$ cat config.mk
export PLATFORM = sky130hd
export DESIGN_NAME = cpu_state_dumper
export DESIGN_NICKNAME = d
export VERILOG_FILES = /design/src/rtl/cpu_state_dumper_pkg.sv /design/src/rtl/cpu_state_dumper_perf_counters.sv /design/src/rtl/cpu_state_dumper.sv
export SDC_FILE = /design/constraint.sdc
export NUM_CORES = 1
export LEC_CHECK = 0
export ABC_AREA = 1
export CAP_MARGIN = 10
export CORE_MARGIN = 5
export CORE_UTILIZATION = 50
export DETAILED_ROUTE_END_ITERATION = 6
export GPL_ROUTABILITY_DRIVEN = 0
export PLACE_DENSITY = 0.77
export SKIP_CTS_REPAIR_TIMING = 1
export SLEW_MARGIN = 30
export SYNTH_ARGS = -nofsm -noshare
export SYNTH_HDL_FRONTEND = slang
export SYNTH_SLANG_ARGS = --single-unit
$ cat constraint.sdc
create_clock -name clk_i -period 2.45 [get_ports clk_i]
set_input_delay 0.49 -clock clk_i [delete_from_list [all_inputs] [get_ports clk_i]]
set_output_delay 0.49 -clock clk_i [all_outputs]
set_load 0.03 [all_outputs]
$ cat src/rtl/cpu_state_dumper_pkg.sv
// cpu_state_dumper_pkg: frame layout constants and FSM state type for the state dumper
package cpu_state_dumper_pkg;
  localparam logic [31:0] FRAME_MAGIC = 32'hC0DE_0000;
  localparam int unsigned HDR_LEN = 5;
  localparam int unsigned REG_COUNT = 32;
  typedef enum logic [1:0] {IDLE, LOAD, SEND} state_t;
endpackage

$ cat src/rtl/cpu_state_dumper_perf_counters.sv
// cpu_state_dumper_perf_counters: cycle/stall/flush counters and snapshot registers taken at dump accept
module cpu_state_dumper_perf_counters
  import cpu_state_dumper_pkg::*;
#(
  parameter int CNT_W = 32
) (
  input  logic        clk_i,
  input  logic        rst_i,
  input  logic        en,
  input  logic        stall_i,
  input  logic        branch_i,
  input  logic        flush_i,
  input  logic        snap,
  input  logic [31:0] pc_i,
  output logic [31:0] cyc_s,
  output logic [31:0] pc_s,
  output logic [31:0] stall_s,
  output logic [31:0] flush_s
);
  logic [CNT_W-1:0] cyc, stl, fl;
  always_ff @(posedge clk_i or negedge rst_i)
    if (!rst_i) begin
      cyc <= '0;
      stl <= '0;
      fl <= '0;
      cyc_s <= '0;
      pc_s <= '0;
      stall_s <= '0;
      flush_s <= '0;
    end else begin
      if (en) begin
        cyc <= cyc + CNT_W'(1);
        if (stall_i && !branch_i) stl <= stl + CNT_W'(1);
        if (flush_i) fl <= fl + CNT_W'(1);
      end
      // snapshot sees pre-increment values of the accept cycle
      if (snap) begin
        cyc_s <= 32'(cyc);
        pc_s <= pc_i;
        stall_s <= 32'(stl);
        flush_s <= 32'(fl);
      end
    end
endmodule

$ cat src/rtl/cpu_state_dumper.sv
// cpu_state_dumper: freezes the CPU and streams counters, registers and data memory as one frame
module cpu_state_dumper
  import cpu_state_dumper_pkg::*;
#(
  parameter int NUM_MEM_WORDS = 8,
  parameter int CNT_W = 32
) (
  input  logic        clk_i,
  input  logic        rst_i,
  input  logic        run_i,
  input  logic [31:0] pc_i,
  input  logic        stall_i,
  input  logic        branch_i,
  input  logic        flush_i,
  input  logic        dump_req_i,
  output logic        freeze_o,
  output logic [4:0]  reg_addr_o,
  input  logic [31:0] reg_data_i,
  output logic [4:0]  dmem_addr_o,
  input  logic [31:0] dmem_data_i,
  output logic [31:0] dout_o,
  output logic        dout_valid_o,
  output logic        dout_last_o,
  input  logic        dout_ready_i,
  output logic        busy_o
);
  localparam int unsigned LAST = HDR_LEN + REG_COUNT + NUM_MEM_WORDS - 1;
  localparam int IW = $clog2(LAST + 1);
  state_t state, state_d;
  logic [IW-1:0] idx;
  logic last_q, accept, hs;
  logic [31:0] word, cyc_s, pc_s, stall_s, flush_s;
  int unsigned k, nk;
  assign accept = state == IDLE && dump_req_i;
  assign hs = state == SEND && dout_ready_i;
  assign k = 32'(idx);
  assign nk = k + 1;
  assign busy_o = state != IDLE;
  assign freeze_o = busy_o;
  assign dout_valid_o = state == SEND;
  assign dout_last_o = last_q && state == SEND;
  cpu_state_dumper_perf_counters #(.CNT_W(CNT_W)) u_cnt (
    .clk_i(clk_i),
    .rst_i(rst_i),
    .en(run_i && !freeze_o),
    .stall_i(stall_i),
    .branch_i(branch_i),
    .flush_i(flush_i),
    .snap(accept),
    .pc_i(pc_i),
    .cyc_s(cyc_s),
    .pc_s(pc_s),
    .stall_s(stall_s),
    .flush_s(flush_s)
  );
  assign word = k == 0 ? FRAME_MAGIC | 32'(NUM_MEM_WORDS)
              : k == 1 ? cyc_s
              : k == 2 ? pc_s
              : k == 3 ? stall_s
              : k == 4 ? flush_s
              : k < HDR_LEN + REG_COUNT ? reg_data_i
              : dmem_data_i;
  always_comb
    state_d = state == IDLE ? (dump_req_i ? LOAD : IDLE)
            : state == LOAD ? SEND
            : dout_ready_i ? (last_q ? IDLE : LOAD) : SEND;
  always_ff @(posedge clk_i or negedge rst_i)
    if (!rst_i) begin
      state <= IDLE;
      idx <= '0;
      last_q <= 1'b0;
      dout_o <= '0;
      reg_addr_o <= '0;
      dmem_addr_o <= '0;
    end else begin
      state <= state_d;
      if (accept) idx <= '0;
      if (state == LOAD) begin
        dout_o <= word;
        last_q <= k == LAST;
      end
      // addresses are set up on the handshake so they are valid throughout the next LOAD
      if (hs) begin
        idx <= idx + IW'(1);
        if (!last_q && nk >= HDR_LEN && nk < HDR_LEN + REG_COUNT) reg_addr_o <= 5'(nk - HDR_LEN);
        if (!last_q && nk >= HDR_LEN + REG_COUNT) dmem_addr_o <= 5'(nk - HDR_LEN - REG_COUNT);
      end
    end
endmodule

==> run metrics <==
status completed; first-pass GRT wire length between 60000 and 70000 um; number of global-route vias before repair 12218; overall power 18.8 mW; Yosys cell types 37; ys async rst share 100%; max-cap viol count 0; total global routing track utilization 24.0%; Congestion Overflow GR 0; total number of yosys warnings 0; fin crit share 89.3%; Initial Utilization 50.5%; Antenna Cells 0; setup TNS 0 ns; R2R cell count 13; drt via density approximately 5.4; Final Net Count 2037; Post-synth EDFFs 0; via count 12498; HP Class in2async; Chip Height 180 um; TritonRoute pass-1 iters 6; RSZ-0062 raised after global routing false; ys flop type dfrtp_1; worst-case clock skew just under 0.01 ns; Critical Path Fanout Max 32; fin crit period between 2 and 2.5 ns; Critical Path Start idx[1]; CP endpoint dout_o[14]; wire per inst 17.0 um; antenna violations before repair 0; Non-Filler Instances between 2000 and 2500; cells after synthesis 1781; Leak Pwr 8.49 nW; worst r2r dst dout_o[14]; Fin. Hold Viols 0; CP Data Required Time 2.89 ns; total routed wirelength 39600 um; Core Region 0.0285 mm^2; root buffer cell clkbuf_16; Worst setup SP type register; hpwl dp ~29000 um; area share of the leading cell type in the synthesized netlist a little under half; layout cells sized above 1 about a tenth; worst relative slew slack 51.1%; Slew @ Worst Pin 0.727 ns; FF-to-FF setup slack 0.26 ns; drc violations 0; latest clock arrival within the worst-skew pair 0.55 ns; Post-DP Area 0.0165 mm^2; maximum VDD drop 0.565 mV; CTS tree yes; clock transition at the registers of the reported paths 0.06 ns; Syn Area/Cell 8.09 um^2; CTS Sinks around 280; io pins 150; commonest cells in the netlist nand2_1 (453), dfrtp_1 (275), inv_1 (175); Seq/Total Area, Yosys between 40% and 50%; Detail Route Antenna Nets 0; number of cell rows 62; Die X 180 um; Final setup viols 0; Critical Path End Type register; crit path DAT ~2.6 ns; starting DRC count in detailed routing roughly 1200; total CTS buffers 30; fin area 0.0175 mm^2; Synth Register Bits about 280; area of the mapped netlist 0.0144 mm^2; fillers 2489; synth top area cells dfrtp_1 (48%), nand2_1 (12%), nand3_1 (5.4%); final worst slack 0.261 ns; Critical R2R Launch idx[1]; synthesis-to-layout area growth 21.3%; CTS max path bufs 3; critical path type reg2reg; H-tree levels 1; die footprint around 0.032 mm^2; Max Clk Rate 457 MHz; largest net degree at the start of global routing between 60 and 70; Max Slew Vio Count 0; Yosys top cell by area dfrtp_1; Pwr Density 1080 mW/mm^2; number of port buffers 149; syn nets 1894; top-count cell post-synth nand2_1; Placed Instances 2275; worst slack, placed approximately 0.19 ns
## cell type report
| class | instances | area (um^2) | area share, % |
|---|---|---|---|
| flip-flops and latches | 275 | 6880 | 39.4 |
| clock buffers | 46 | 902 | 5.17 |
| repair buffers | 187 | 1920 | 11.0 |
| inverters | 182 | 688 | 3.94 |
| multi-input cells | 1248 | 6510 | 37.3 |
| well taps | 384 | 480 | 2.75 |
| clock inverters | 6 | 86.3 | 0.494 |
## where the power goes
part           internal [mW]  switching, mW  leakage, nW
registers               6.01           1.02         3.34
clock network           2.72           1.80        0.483
logic                   2.65           4.59         4.66
total                   11.4           7.41         8.49
## logic make-up (layout without fill, tap and decap cells)
| kind of cell | count (synthesis) | count (layout) | synth area share, % |
|---|---|---|---|
| and+or+nand+nor | 942 | 942 | 30.0 |
| adders and majority gates | 9 | 9 | 0.782 |
| buffers and inverters | 258 | 421 | 7.13 |
| xor gates and xnor gates | 87 | 87 | 5.29 |
| muxes | 39 | 39 | 3.05 |
| DFF | 275 | 275 | 47.8 |
| AOI/OAI and AO/OA | 171 | 171 | 6.01 |
## state kept, by name (all words and copies together) (netlist names)
signal and flops:
u_cnt.cyc_s 32, reg_addr_o 5, last_q 1, u_cnt.fl 32
u_cnt.stall_s 32, dout_o 32, u_cnt.flush_s 32, state 2
u_cnt.cyc 32, dmem_addr_o 5, idx 6, u_cnt.stl 32
u_cnt.pc_s 32
## per-layer routing
metal / vias to the layer above / track usage [%] / part of all wire, %
met5: - / 0 / 0
met4: 0 / 6.43 / 2.8
met3: 70 / 4.26 / 6.5
met2: 460 / 39.3 / 47
met1: 5956 / 33.2 / 43
li1: 6012 / - / -
## worst max-delay path, stage by stage (launching register included)
cell and delay [ns]:
dfrtp_1 0.44, inv_1 0.12, ha_1 0.19, inv_1 0.05, nand2_1 0.04, nand2_1 0.08
buf_4 0.33, nand3b_1 0.13, nand3_1 0.14, nand3_1 0.09, nand3_1 0.24, nand2_1 0.09
nand2_1 0.07, nand2_1 0.05
## through the flow
| stage | util [%] | hold slack [ns] |
|---|---|---|
| 6_report | 61.2 | 0.453 |
| 5_1_grt | 61.2 | 0.495 |
| 4_1_cts | 61.1 | -0.130 |
| 3_5_place_dp | 57.6 | 0.455 |
| 3_3_place_gp | 57.6 | 0.450 |
| 2_1_floorplan | - | 0.194 |
## layout by cell type (no fill, tap or decap), types with 39 or more instances in the layout
| cell | Yosys | routed |
|---|---|---|
| nand4_1 | 49 | 49 |
| clkdlybuf4s50_1 | 0 | 144 |
| nor2_1 | 146 | 146 |
| inv_1 | 175 | 175 |
| mux2_2 | 39 | 39 |
| nand2_1 | 453 | 452 |
| nor3_1 | 40 | 40 |
| xor2_1 | 84 | 84 |
| dfrtp_1 | 275 | 275 |
| o21ai_0 | 102 | 102 |
| a21oi_1 | 61 | 61 |
| nand3_1 | 154 | 153 |
## how the worst min path moves through the flow
stage | end | cells after the start | from
floorplan | dmem_addr_o[0] | 0 | rst_i
global placement | u_cnt.fl[20] | 1 | rst_i
detailed placement | u_cnt.fl[20] | 1 | rst_i
CTS | u_cnt.fl[20] | 1 | rst_i
global route | u_cnt.fl[20] | 2 | rst_i
finish | u_cnt.fl[28] | 2 | rst_i
Note: power is estimated with default switching activity, not from simulation.
